## config.mk

```make
export PLATFORM = sky130hd
export DESIGN_NAME = pipe_hazard_ctrl
export DESIGN_NICKNAME = d
export VERILOG_FILES = /design/src/rtl/pipe_hazard_ctrl.sv
export SDC_FILE = /design/constraint.sdc
export NUM_CORES = 1
export LEC_CHECK = 0
export ABC_AREA = 1
export BUFFER_PORTS_ARGS = -buffer_cell sky130_fd_sc_hd__buf_2
export CORE_MARGIN = 8
export CORE_UTILIZATION = 40
export CTS_BUF_LIST = sky130_fd_sc_hd__clkbuf_2
export CTS_CLUSTER_SIZE = 30
export DETAILED_ROUTE_END_ITERATION = 6
export GPL_TIMING_DRIVEN = 0
export HOLD_SLACK_MARGIN = 0.06
export PLACE_DENSITY = 0.88
export SLEW_MARGIN = 20
export SYNTH_ARGS = -nofsm -noshare
export SYNTH_HDL_FRONTEND = slang
export SYNTH_SLANG_ARGS = --single-unit
export TNS_END_PERCENT = 10
```

## constraint.sdc

```tcl
create_clock -name clk -period 2.2 [get_ports clk]
set_clock_uncertainty 0.05 [all_clocks]
set_input_delay 0.22 -clock clk [delete_from_list [all_inputs] [get_ports clk]]
set_output_delay 0.22 -clock clk [all_outputs]
set_load 0.02 [all_outputs]
```

## src/rtl/pipe_hazard_ctrl.sv

```systemverilog
// Stall/flush sequencer for a 5-stage RV32I pipeline: load-use bubbles, branch squash, memory freeze/timeout.
// Optional performance counters are built only when PIPE_CTRL_PERF_EN is defined.
module pipe_hazard_ctrl #(
    parameter int MEM_TIMEOUT = 16,
    parameter int CNT_W       = 32
) (
    input  logic             clk,
    input  logic             rst,
    input  logic [31:0]      id_inst,
    input  logic             id_valid,
    input  logic [31:0]      ex_inst,
    input  logic             ex_valid,
    input  logic             br_taken,
    input  logic             mem_req,
    input  logic             mem_ready,
    output logic             pc_en,
    output logic             ifid_en,
    output logic             idex_en,
    output logic             exmem_en,
    output logic             memwb_en,
    output logic             ifid_flush,
    output logic             idex_flush,
    output logic             halted,
    output logic             mem_err,
    output logic [CNT_W-1:0] stall_cnt,
    output logic [CNT_W-1:0] flush_cnt
);

    typedef enum logic [1:0] {
        ST_RUN      = 2'd0,
        ST_MEM_WAIT = 2'd1,
        ST_HALT     = 2'd2
    } state_t;

    localparam logic [6:0] OP_LOAD   = 7'b0000011;
    localparam logic [6:0] OP_LUI    = 7'b0110111;
    localparam logic [6:0] OP_AUIPC  = 7'b0010111;
    localparam logic [6:0] OP_JAL    = 7'b1101111;
    localparam logic [6:0] OP_REG    = 7'b0110011;
    localparam logic [6:0] OP_STORE  = 7'b0100011;
    localparam logic [6:0] OP_BRANCH = 7'b1100011;
    localparam logic [7:0] WAIT_LAST = 8'(MEM_TIMEOUT - 1);

    state_t      r_state;
    state_t      w_state_next;
    logic [7:0]  r_wait_cnt;
    logic [7:0]  w_wait_next;
    logic        r_mem_err;
    logic        w_mem_err_next;
    logic        w_advance;

    logic [6:0]  w_id_op;
    logic [4:0]  w_ex_rd;
    logic        w_reads_rs1;
    logic        w_reads_rs2;
    logic        w_lu;
    logic        w_ms;
    logic        w_unused_bits;

    assign w_id_op     = id_inst[6:0];
    assign w_ex_rd     = ex_inst[11:7];
    assign w_reads_rs1 = (w_id_op != OP_LUI) && (w_id_op != OP_AUIPC) && (w_id_op != OP_JAL);
    assign w_reads_rs2 = (w_id_op == OP_REG) || (w_id_op == OP_STORE) || (w_id_op == OP_BRANCH);

    assign w_lu = ex_valid && id_valid && (ex_inst[6:0] == OP_LOAD) && (w_ex_rd != 5'd0) &&
                  ((w_reads_rs1 && (w_ex_rd == id_inst[19:15])) ||
                   (w_reads_rs2 && (w_ex_rd == id_inst[24:20])));

    assign w_ms = mem_req && !mem_ready;

    // Only opcode and register fields take part in hazard detection.
    assign w_unused_bits = ^{id_inst[31:25], id_inst[14:7], ex_inst[31:12]};

    always_comb begin
        pc_en          = 1'b0;
        ifid_en        = 1'b0;
        idex_en        = 1'b0;
        exmem_en       = 1'b0;
        memwb_en       = 1'b0;
        ifid_flush     = 1'b0;
        idex_flush     = 1'b0;
        w_state_next   = r_state;
        w_wait_next    = r_wait_cnt;
        w_mem_err_next = r_mem_err;
        w_advance      = 1'b0;

        case (r_state)
            ST_RUN: begin
                if (w_ms) begin
                    w_state_next = ST_MEM_WAIT;
                    w_wait_next  = 8'd1;
                end else begin
                    w_advance = 1'b1;
                end
            end
            ST_MEM_WAIT: begin
                if (!mem_ready) begin
                    w_wait_next = r_wait_cnt + 8'd1;
                    if (r_wait_cnt == WAIT_LAST) begin
                        w_state_next   = ST_HALT;
                        w_mem_err_next = 1'b1;
                    end
                end else begin
                    w_advance    = 1'b1;
                    w_state_next = ST_RUN;
                    w_wait_next  = 8'd0;
                end
            end
            ST_HALT: begin
                w_state_next = ST_HALT;
            end
            default: begin
                w_state_next = ST_RUN;
            end
        endcase

        // Branch squash outranks the load-use bubble: the dependent instruction is wrong-path anyway.
        if (w_advance) begin
            pc_en    = 1'b1;
            ifid_en  = 1'b1;
            idex_en  = 1'b1;
            exmem_en = 1'b1;
            memwb_en = 1'b1;
            if (br_taken) begin
                ifid_flush = 1'b1;
                idex_flush = 1'b1;
            end else if (w_lu) begin
                pc_en      = 1'b0;
                ifid_en    = 1'b0;
                idex_flush = 1'b1;
            end
        end

        if (rst) begin
            pc_en      = 1'b0;
            ifid_en    = 1'b0;
            idex_en    = 1'b0;
            exmem_en   = 1'b0;
            memwb_en   = 1'b0;
            ifid_flush = 1'b1;
            idex_flush = 1'b1;
        end
    end

    always_ff @(posedge clk or posedge rst) begin
        if (rst) begin
            r_state    <= ST_RUN;
            r_wait_cnt <= 8'd0;
            r_mem_err  <= 1'b0;
        end else begin
            r_state    <= w_state_next;
            r_wait_cnt <= w_wait_next;
            r_mem_err  <= w_mem_err_next;
        end
    end

    assign halted  = (r_state == ST_HALT);
    assign mem_err = r_mem_err;

`ifdef PIPE_CTRL_PERF_EN
    logic [CNT_W-1:0] r_stall_cnt;
    logic [CNT_W-1:0] r_flush_cnt;

    always_ff @(posedge clk or posedge rst) begin
        if (rst) begin
            r_stall_cnt <= '0;
            r_flush_cnt <= '0;
        end else begin
            if (!pc_en && (r_stall_cnt != '1)) begin
                r_stall_cnt <= r_stall_cnt + CNT_W'(1);
            end
            if (ifid_flush && (r_flush_cnt != '1)) begin
                r_flush_cnt <= r_flush_cnt + CNT_W'(1);
            end
        end
    end

    assign stall_cnt = r_stall_cnt;
    assign flush_cnt = r_flush_cnt;
`else
    assign stall_cnt = '0;
    assign flush_cnt = '0;
`endif

endmodule

```

Word-level counts from Yosys, hierarchy flattened. Index checks and enable logic that the tools add are counted.

Bits in registers: 11. Input bits: 71. Output and inout port bits: 73. Logic and storage cells: 61.

Add/sub/neg operators: 1. Equality and inequality tests: 14. Multiplexer cells: 23. Bitwise operators: 1. Reduce and logical (&&, ||, !) cells: 19.

Operator list (number): $mux W8 (2); $pmux W8 S2 (1); $mux W1 (15); $eq A7 B6 Y1 const B (2); $eq A5 B5 Y1 (2); $logic_and A1 B1 Y1 (9); $add A8 B1 Y8 const B (1); $eq A8 B4 Y1 const B (1); $eq A7 B2 Y1 const B (1); $eq A7 B7 Y1 const B (1); $ne A7 B5 Y1 const B (1); $ne A7 B6 Y1 const B (1); $ne A7 B7 Y1 const B (1); $mux W2 (3); $pmux W2 S3 (1); $reduce_bool A5 Y1 (1); $reduce_and A2 Y1 (2); $logic_or A1 B1 Y1 (3); $ne A3 B3 Y1 const B (1); $reduce_and A3 Y1 (1); $eq A2 B1 Y1 const B (1); $eq A2 B2 Y1 const B (1); $logic_not A2 Y1 (1); $ne A2 B2 Y1 const B (1); other kinds (4) (4).

Logic depth before layout (Yosys ltp). Gate-level depths: netlist of the first run.

Word-level depth: 10. Mapped depth: 12. Gate-level depth less buffers: 11.

Worst setup path after synthesis of the first run. Ideal clock, no wire load.

Kind: flip-flop to output port. Start: reg r_state[1]. End: out pc_en. Data arrival time: 1.456 ns. Required time: 1.930 ns. Slack: 0.474 ns. Cell stages (with the launch flop): 9. Buffers on the path: 1. Cell sequence: dfrtp_1 -> inv_1 -> nand3_2 -> o21ai_2 -> inv_2 -> nor2_2 -> nand2_1 -> inv_1 -> buf_4.

Word-level cells in the longest chain between the ends: 4. Elaborated cells between the ends (all ways): 5. Classes of those cells: 1 x eq/ne; 3 x mux; 1 x reduce/logical.

RTL lines: start, declared (line 44) `state_t r_state;`; start signal, assigned (line 151) `r_state <= w_state_next;`; $eq A2 B1 Y1 / $logic_not A2 Y1 (equally long branches) (line 87) `case (r_state)`; $pmux W1 S2 (*) (line 87); $mux W1 (*) (2 in series); end, declared (line 16) `output logic pc_en,`.

Mark *: on every way between the ends. The rest lies on a longest branch, timed or not.

Worst setup path after layout of the first run.
Start: reg r_state[0]. End: out pc_en.

Word-level cells in the longest chain between the ends: 4. Elaborated cells between the ends (all ways): 5. Classes of those cells: 1 x eq/ne; 3 x mux; 1 x reduce/logical.

RTL lines: $eq A2 B1 Y1 / $logic_not A2 Y1 (equally long branches) (line 87); $pmux W1 S2 (*) (line 87); $mux W1 (*) (line 118) `if (w_advance) begin`; $mux W1 (*) (line 134) `if (rst) begin`.

Marks and branches as above.

==> impl_metrics.py, run 1 <==
metrics = {
    "setup_path": {
        "end_kind": "output pin",
        "criticalPathCategory": "register to output pin",
        "required_ps": 1930,
        "crit_arrival_ps": 1730,
        "cp_max_fo": 4,
        "start_kind": "register",
    },
    "synth": {
        "synthCells": 218,
        "synth-seq-cells": 11,
        "async_flop_share_pct": 100,
        "yosys.area.top_type_share_pct": 34.8,
        "ys_warn_count": 0,
        "synth_area_leader_cell": "buf_4",
        "synth_most_common_cell": "buf_4",
        "synthFlopType": "dfrtp_1",
        "synthTopCellsByArea": "buf_4, dfrtp_1, nand2_1",
        "syn_avg_cell_area_um2": 6.63,
        "netlist_area_mm2": 0.00145,
        "yosysUniqueCellTypes": 28,
        "seq_area_frac_synth_pct": 19.0,
        "synth_commonest_cells": "buf_4, nand2_1, inv_1",
        "synth_enable_flop_cells": 0,
    },
    "final_layout": {
        "final_util_pct": 55.7,
        "layout-drive-gt1-share_pct": 40.0,
        "syn_to_final_growth_pct": 37.8,
        "nNetsFinal": 403,
        "antennaDiodeCount": 0,
    },
    "floorplanning": {
        "core_mm2": 0.00358,
        "start_util_pct": 40.4,
        "die_y_um": 76.1,
        "die_w_um": 76.1,
        "num_rows": 22,
        "ios": 144,
        "dieArea_mm2": 0.00580,
    },
    "placement": {
        "gp_congestion": 0.830,
        "hpwl_um": 3250,
        "port_buffers": 44,
    },
    "pwr": {
        "power.internal_uw": 539,
        "power.switching_uw": 530,
        "total_power_mw": 1.07,
        "power.density_mw_per_mm2": 536,
        "swShare_pct": 49.6,
        "max-vdd-ir-drop_uv": 599,
        "leakage_nw": 1.28,
        "seq_power_share_pct": 26.1,
        "combPwrFrac_pct": 62.0,
        "p_clk_share_pct": 11.9,
    },
    "sta": {
        "min_period_over_period_pct": 90.7,
        "drv_slew": 0,
        "finalHoldViolCount": 0,
        "rsz0062_at_grt": "no",
        "hold_ws_ps": 148,
        "setup_viol": 0,
        "setup_tns_ps": 0,
        "period_minus_slack_ps": 2000,
        "fmax_mhz": 501,
    },
    "worst_hold_path": {
        "hold_class": "input pin to register",
    },
    "detailed_routing": {
        "vias": 1416,
        "detail-route-antenna-nets": 0,
        "wire_per_inst_um": 9.56,
        "routed_wl_um": 3610,
        "drt-initial-drc-count": 46,
        "firstDrtPassIters": 4,
        "via_per_inst": 3.75,
        "drcViolationCount": 0,
    },
    "clock_network": {
        "clkSinkCount": 11,
        "cts.path.max_buffers": 2,
        "cts_buffers": 3,
        "cts_resized": 0,
        "h-tree-depth": 1,
        "cts_root_buf": "clkbuf_2",
        "path_clk_slew_ps": 120,
        "clk_latency_ps": 280,
        "cts_tree": "done",
    },
    "grt": {
        "grt-ovfl-total": 0,
        "antenna_found_initial": 0,
        "grt_max_degree": 12,
        "grt_pass1_vias": 1374,
        "grt_pass1_wl_um": 6170,
        "grt_use_total_pct": 12.2,
    },
    "run": {
        "drv_cap": 0,
    },
    "run_status": {
        "outcome": "completed",
    },
}
==> power groups by stage <==
stage	sequential (mW)	combinational (mW)	clock, mW
5_1_grt	0.285	0.731	0.135
3_5_place_dp	0.283	0.656	0
3_3_place_gp	0.280	0.644	0
2_1_floorplan	0.275	0.527	0
4_1_cts	0.279	0.660	0.126
6_report	0.279	0.663	0.127
==> worst max-delay path, stage by stage (launching register included) <==
cell and delay, ps:
dfrtp_1 410, inv_2 60, nor2_2 130, inv_2 80
o21ai_2 190, inv_2 50, nor2_2 150, nand2_1 70
inv_1 60, buf_4 90, buf_2 150
==> final timing paths <==
path                               start             to  slack (ps)  cells past startpoint
setup / recovery              r_state[0]          pc_en         200                     10
hold / removal                   mem_req     r_state[0]         150                      3
setup reg to reg           r_wait_cnt[1]  r_wait_cnt[6]         820                      7
max in group asynchronous            rst  r_wait_cnt[5]        1370                      3
hold reg to reg                  mem_err        mem_err         450                      1
min in group asynchronous            rst  r_wait_cnt[1]         440                      3
==> cell usage in the layout, fill, tap and decap left out, drive strengths merged <==
master	instances
inv	31
or2	1
o21ai	4
xnor2	2
dfrtp	11
clkbuf	4
nand2	49
conb	64
nor2	17
nor3	8
dlygate4sd3	1
o21bai	1
nand3	10
nor3b	1
a21oi	7
ha	1
buf	111
o21a	1
nand4	2
xor2	3
o31ai	1
==> layer usage <==
| metal | wire length [µm] | global-route usage, % | up-vias |
|---|---|---|---|
| met5 | 0 | 0 | - |
| met4 | 34 | 3.27 | 0 |
| met3 | 288 | 4.13 | 5 |
| met2 | 1940 | 23.5 | 54 |
| met1 | 1350 | 12.0 | 597 |
| li1 | - | - | 760 |
==> kinds of logic after synthesis <==
| family | after synthesis | share of synthesized area (%) |
|---|---|---|
| buffers and inverters | 98 | 42.8 |
| AO/OA/AOI/OAI | 14 | 5.62 |
| other | 1 | 0.259 |
| flip-flops | 11 | 19.0 |
| XOR/XNOR | 5 | 3.03 |
| AND/OR/NAND/NOR | 88 | 28.4 |
| adder cells (fa/ha/maj) | 1 | 0.865 |
==> per-stage QoR <==
| stage | setup slack, ps | area [µm²] | std cells |
|---|---|---|---|
| floorplan | 474 | 1680 | 281 |
| global placement | 584 | 1960 | 373 |
| detailed placement | 533 | 1960 | 373 |
| CTS | 202 | 1990 | 378 |
| global route | 26.3 | 1990 | 378 |
| finish | 204 | 1990 | 378 |
==> sequential cells by signal, indices dropped and copies added, names as in the netlist <==
signal	flops
r_state	2
r_wait_cnt	8
mem_err	1
==> layout make-up <==
| cell class | count | area [µm²] |
|---|---|---|
| Buffer | 67 | 503 |
| Clock buffer | 4 | 20.0 |
| Fill cell | 352 | 1590 |
| Inverter | 31 | 116 |
| Multi-Input combinational cell | 172 | 788 |
| Sequential cell | 11 | 275 |
| Tap cell | 48 | 60.1 |
| Timing Repair Buffer | 45 | 230 |
==> repair_timing <==
| item | in CTS | in global routing |
|---|---|---|
| hold endpoints to repair | 11 | 0 |
| endpoints found under the setup margin | 0 | 0 |
| buffers inserted | 0 | 0 |
| hold buffers | 1 | 0 |
Note: power is estimated with default switching activity, not from simulation.
==> run 2, diff against run 1 <==
--- a/config.mk
+++ b/config.mk
@@ -7,6 +7,7 @@
 export LEC_CHECK = 0
 export ABC_AREA = 1
 export BUFFER_PORTS_ARGS = -buffer_cell sky130_fd_sc_hd__buf_2
+export CORE_ASPECT_RATIO = 0.75
 export CORE_MARGIN = 8
 export CORE_UTILIZATION = 40
 export CTS_BUF_LIST = sky130_fd_sc_hd__clkbuf_2
@@ -15,7 +16,8 @@
 export GPL_TIMING_DRIVEN = 0
 export HOLD_SLACK_MARGIN = 0.06
 export PLACE_DENSITY = 0.88
-export SLEW_MARGIN = 20
+export SKIP_LAST_GASP = 1
+export SLEW_MARGIN = 15
 export SYNTH_ARGS = -nofsm -noshare
 export SYNTH_HDL_FRONTEND = slang
 export SYNTH_SLANG_ARGS = --single-unit
==> run 2 against run 1 <==
Clock power is 9% lower. Total power is 0.72% lower. Die area increased by 0.35%. Worst setup slack improved by 46 ps. Cell count shrank 1.6%. Register-to-register slack improved by 50 ps. Global-route usage shrank 0.24 points. First-iteration DRC count fell by 13%. Sequential power is essentially flat. Non-clock buffer count is the same. Critical path depth fell by 1. Maximum frequency up 2.4%. Critical path type unchanged. Largest cell class unchanged.
==> impl_metrics.py, run 2 (synthesis results as in run 1) <==
metrics = {
    "grt": {
        "antenna_found_initial": 0,
        "grt-ovfl-total": 0,
        "grt_pass1_wl_um": 5670,
        "grt_max_degree": 12,
        "grt_pass1_vias": 1267,
        "grt_use_total_pct": 12.0,
    },
    "run": {
        "drv_cap": 0,
    },
    "final_layout": {
        "layout-drive-gt1-share_pct": 40.0,
        "fin_area_mm2": 0.00199,
        "layout.cells.most_common_list": "buf_4, conb_1, nand2_1, buf_2, inv_1",
        "nNetsFinal": 403,
        "largest_reg_flops": 8,
        "final_common_cell": "buf_4",
        "syn_to_final_growth_pct": 37.3,
        "top_register": "r_wait_cnt",
        "antennaDiodeCount": 0,
        "n_fill_cell": 361,
    },
    "detailed_routing": {
        "via_per_inst": 3.69,
        "wire_per_inst_um": 9.39,
        "vias": 1371,
        "routed_wl_um": 3490,
        "drt-initial-drc-count": 40,
        "drcViolationCount": 0,
        "detail-route-antenna-nets": 0,
        "firstDrtPassIters": 4,
    },
    "sta": {
        "setup_tns_ps": 0,
        "finalHoldViolCount": 0,
        "min_period_over_period_pct": 88.6,
        "fmax_mhz": 513,
        "hold_ws_ps": 176,
        "drv_slew": 0,
        "setup_viol": 0,
        "rsz0062_at_grt": "no",
        "period_minus_slack_ps": 1950,
    },
    "worst_hold_path": {
        "holdPathEnd": "r_state[0]",
        "min_path_cells": 3,
        "hold_class": "input pin to register",
        "min_from": "mem_req",
    },
    "pwr": {
        "p_clk_share_pct": 10.9,
        "power.switching_uw": 522,
        "power.density_mw_per_mm2": 535,
        "leakage_nw": 1.28,
        "max-vdd-ir-drop_uv": 559,
        "total_power_mw": 1.06,
        "combPwrFrac_pct": 63.0,
        "seq_power_share_pct": 26.1,
        "power.internal_uw": 539,
        "swShare_pct": 49.2,
    },
    "clock_network": {
        "h-tree-depth": 1,
        "path_clk_slew_ps": 100,
        "cts_setup_buffers": 0,
        "cts_root_buf": "clkbuf_2",
        "cts_buffers": 3,
        "cts_tree": "done",
        "cts.path.max_buffers": 2,
        "clkSinkCount": 11,
        "clk_latency_ps": 270,
    },
    "setup_path": {
        "end_kind": "output pin",
        "regToRegSetupSlack_ps": 870,
        "r2r_end": "r_wait_cnt[6]",
        "cp_max_fo": 4,
        "crit_arrival_ps": 1680,
        "required_ps": 1930,
        "start_kind": "register",
        "criticalPathCategory": "register to output pin",
        "r2r_cells": 7,
        "rr_startpoint": "r_wait_cnt[1]",
    },
    "floorplanning": {
        "dieArea_mm2": 0.00582,
        "die_w_um": 85.4,
        "start_util_pct": 40.6,
        "ios": 144,
        "core_mm2": 0.00357,
        "num_rows": 19,
        "die_y_um": 68.1,
    },
    "placement": {
        "gp_congestion": 0.829,
        "port_buffers": 44,
        "place_area_mm2": 0.00196,
        "hpwl_um": 3160,
    },
    "run_status": {
        "outcome": "completed",
    },
}
==> run 2: cell counts in the layout (fill, tap and decap cells not counted) <==
No cell type changed its count.
==> run 2: power by group through the flow <==
stage | Clock (mW) | Sequential (mW) | Combinational (mW)
2_1_floorplan | 0 | 0.275 | 0.527
3_3_place_gp | 0 | 0.278 | 0.647
3_5_place_dp | 0 | 0.279 | 0.656
4_1_cts | 0.117 | 0.276 | 0.663
5_1_grt | 0.127 | 0.284 | 0.741
6_report | 0.116 | 0.277 | 0.669
==> run 2: worst max-delay path, cell delays in order, from the launching register on <==
cell,delay [ps]
dfrtp_1,410
nor2_2,160
inv_2,80
o21ai_2,180
inv_2,50
nor2_2,150
nand2_1,80
inv_1,70
buf_4,100
buf_2,150
==> run 2: routing by layer <==
metal / track usage [%] / vias up / share of wire (%)
met5: 0 / - / 0
met4: 2.61 / 0 / 0.66
met3: 4.32 / 4 / 8.3
met2: 22.7 / 52 / 53
met1: 12.7 / 556 / 38
li1: - / 759 / -
==> run 2: how the worst max path moves through the flow <==
stage | from | to | depth (start not counted)
floorplan | r_state[1] | pc_en | 8
global placement | r_state[1] | pc_en | 9
detailed placement | r_state[0] | pc_en | 10
CTS | r_state[1] | pc_en | 9
global route | r_state[0] | pc_en | 10
finish | r_state[1] | pc_en | 9
==> run 2: stage by stage <==
stage	util [%]	worst slack (ps)	instances
global route	55.7	64.3	372
floorplan	-	474	281
finish	55.7	250	372
global placement	54.8	546	367
CTS	55.7	236	372
detailed placement	54.8	540	367
==> run 2: timing repair <==
| item | CTS | global route |
|---|---|---|
| endpoints found under the hold margin | 11 | 0 |
| resized for setup | 0 | 0 |
| hold buffers | 1 | 0 |
==> run 2: layout make-up <==
type | count | area [µm²] | share of cell area [%]
clock buffers | 4 | 20.0 | 1.01
multi-input cells | 172 | 788 | 39.7
plain buffers | 67 | 503 | 25.3
well taps | 42 | 52.6 | 2.65
repair buffers | 45 | 230 | 11.6
inverters | 31 | 116 | 5.86
flip-flops and latches | 11 | 275 | 13.9
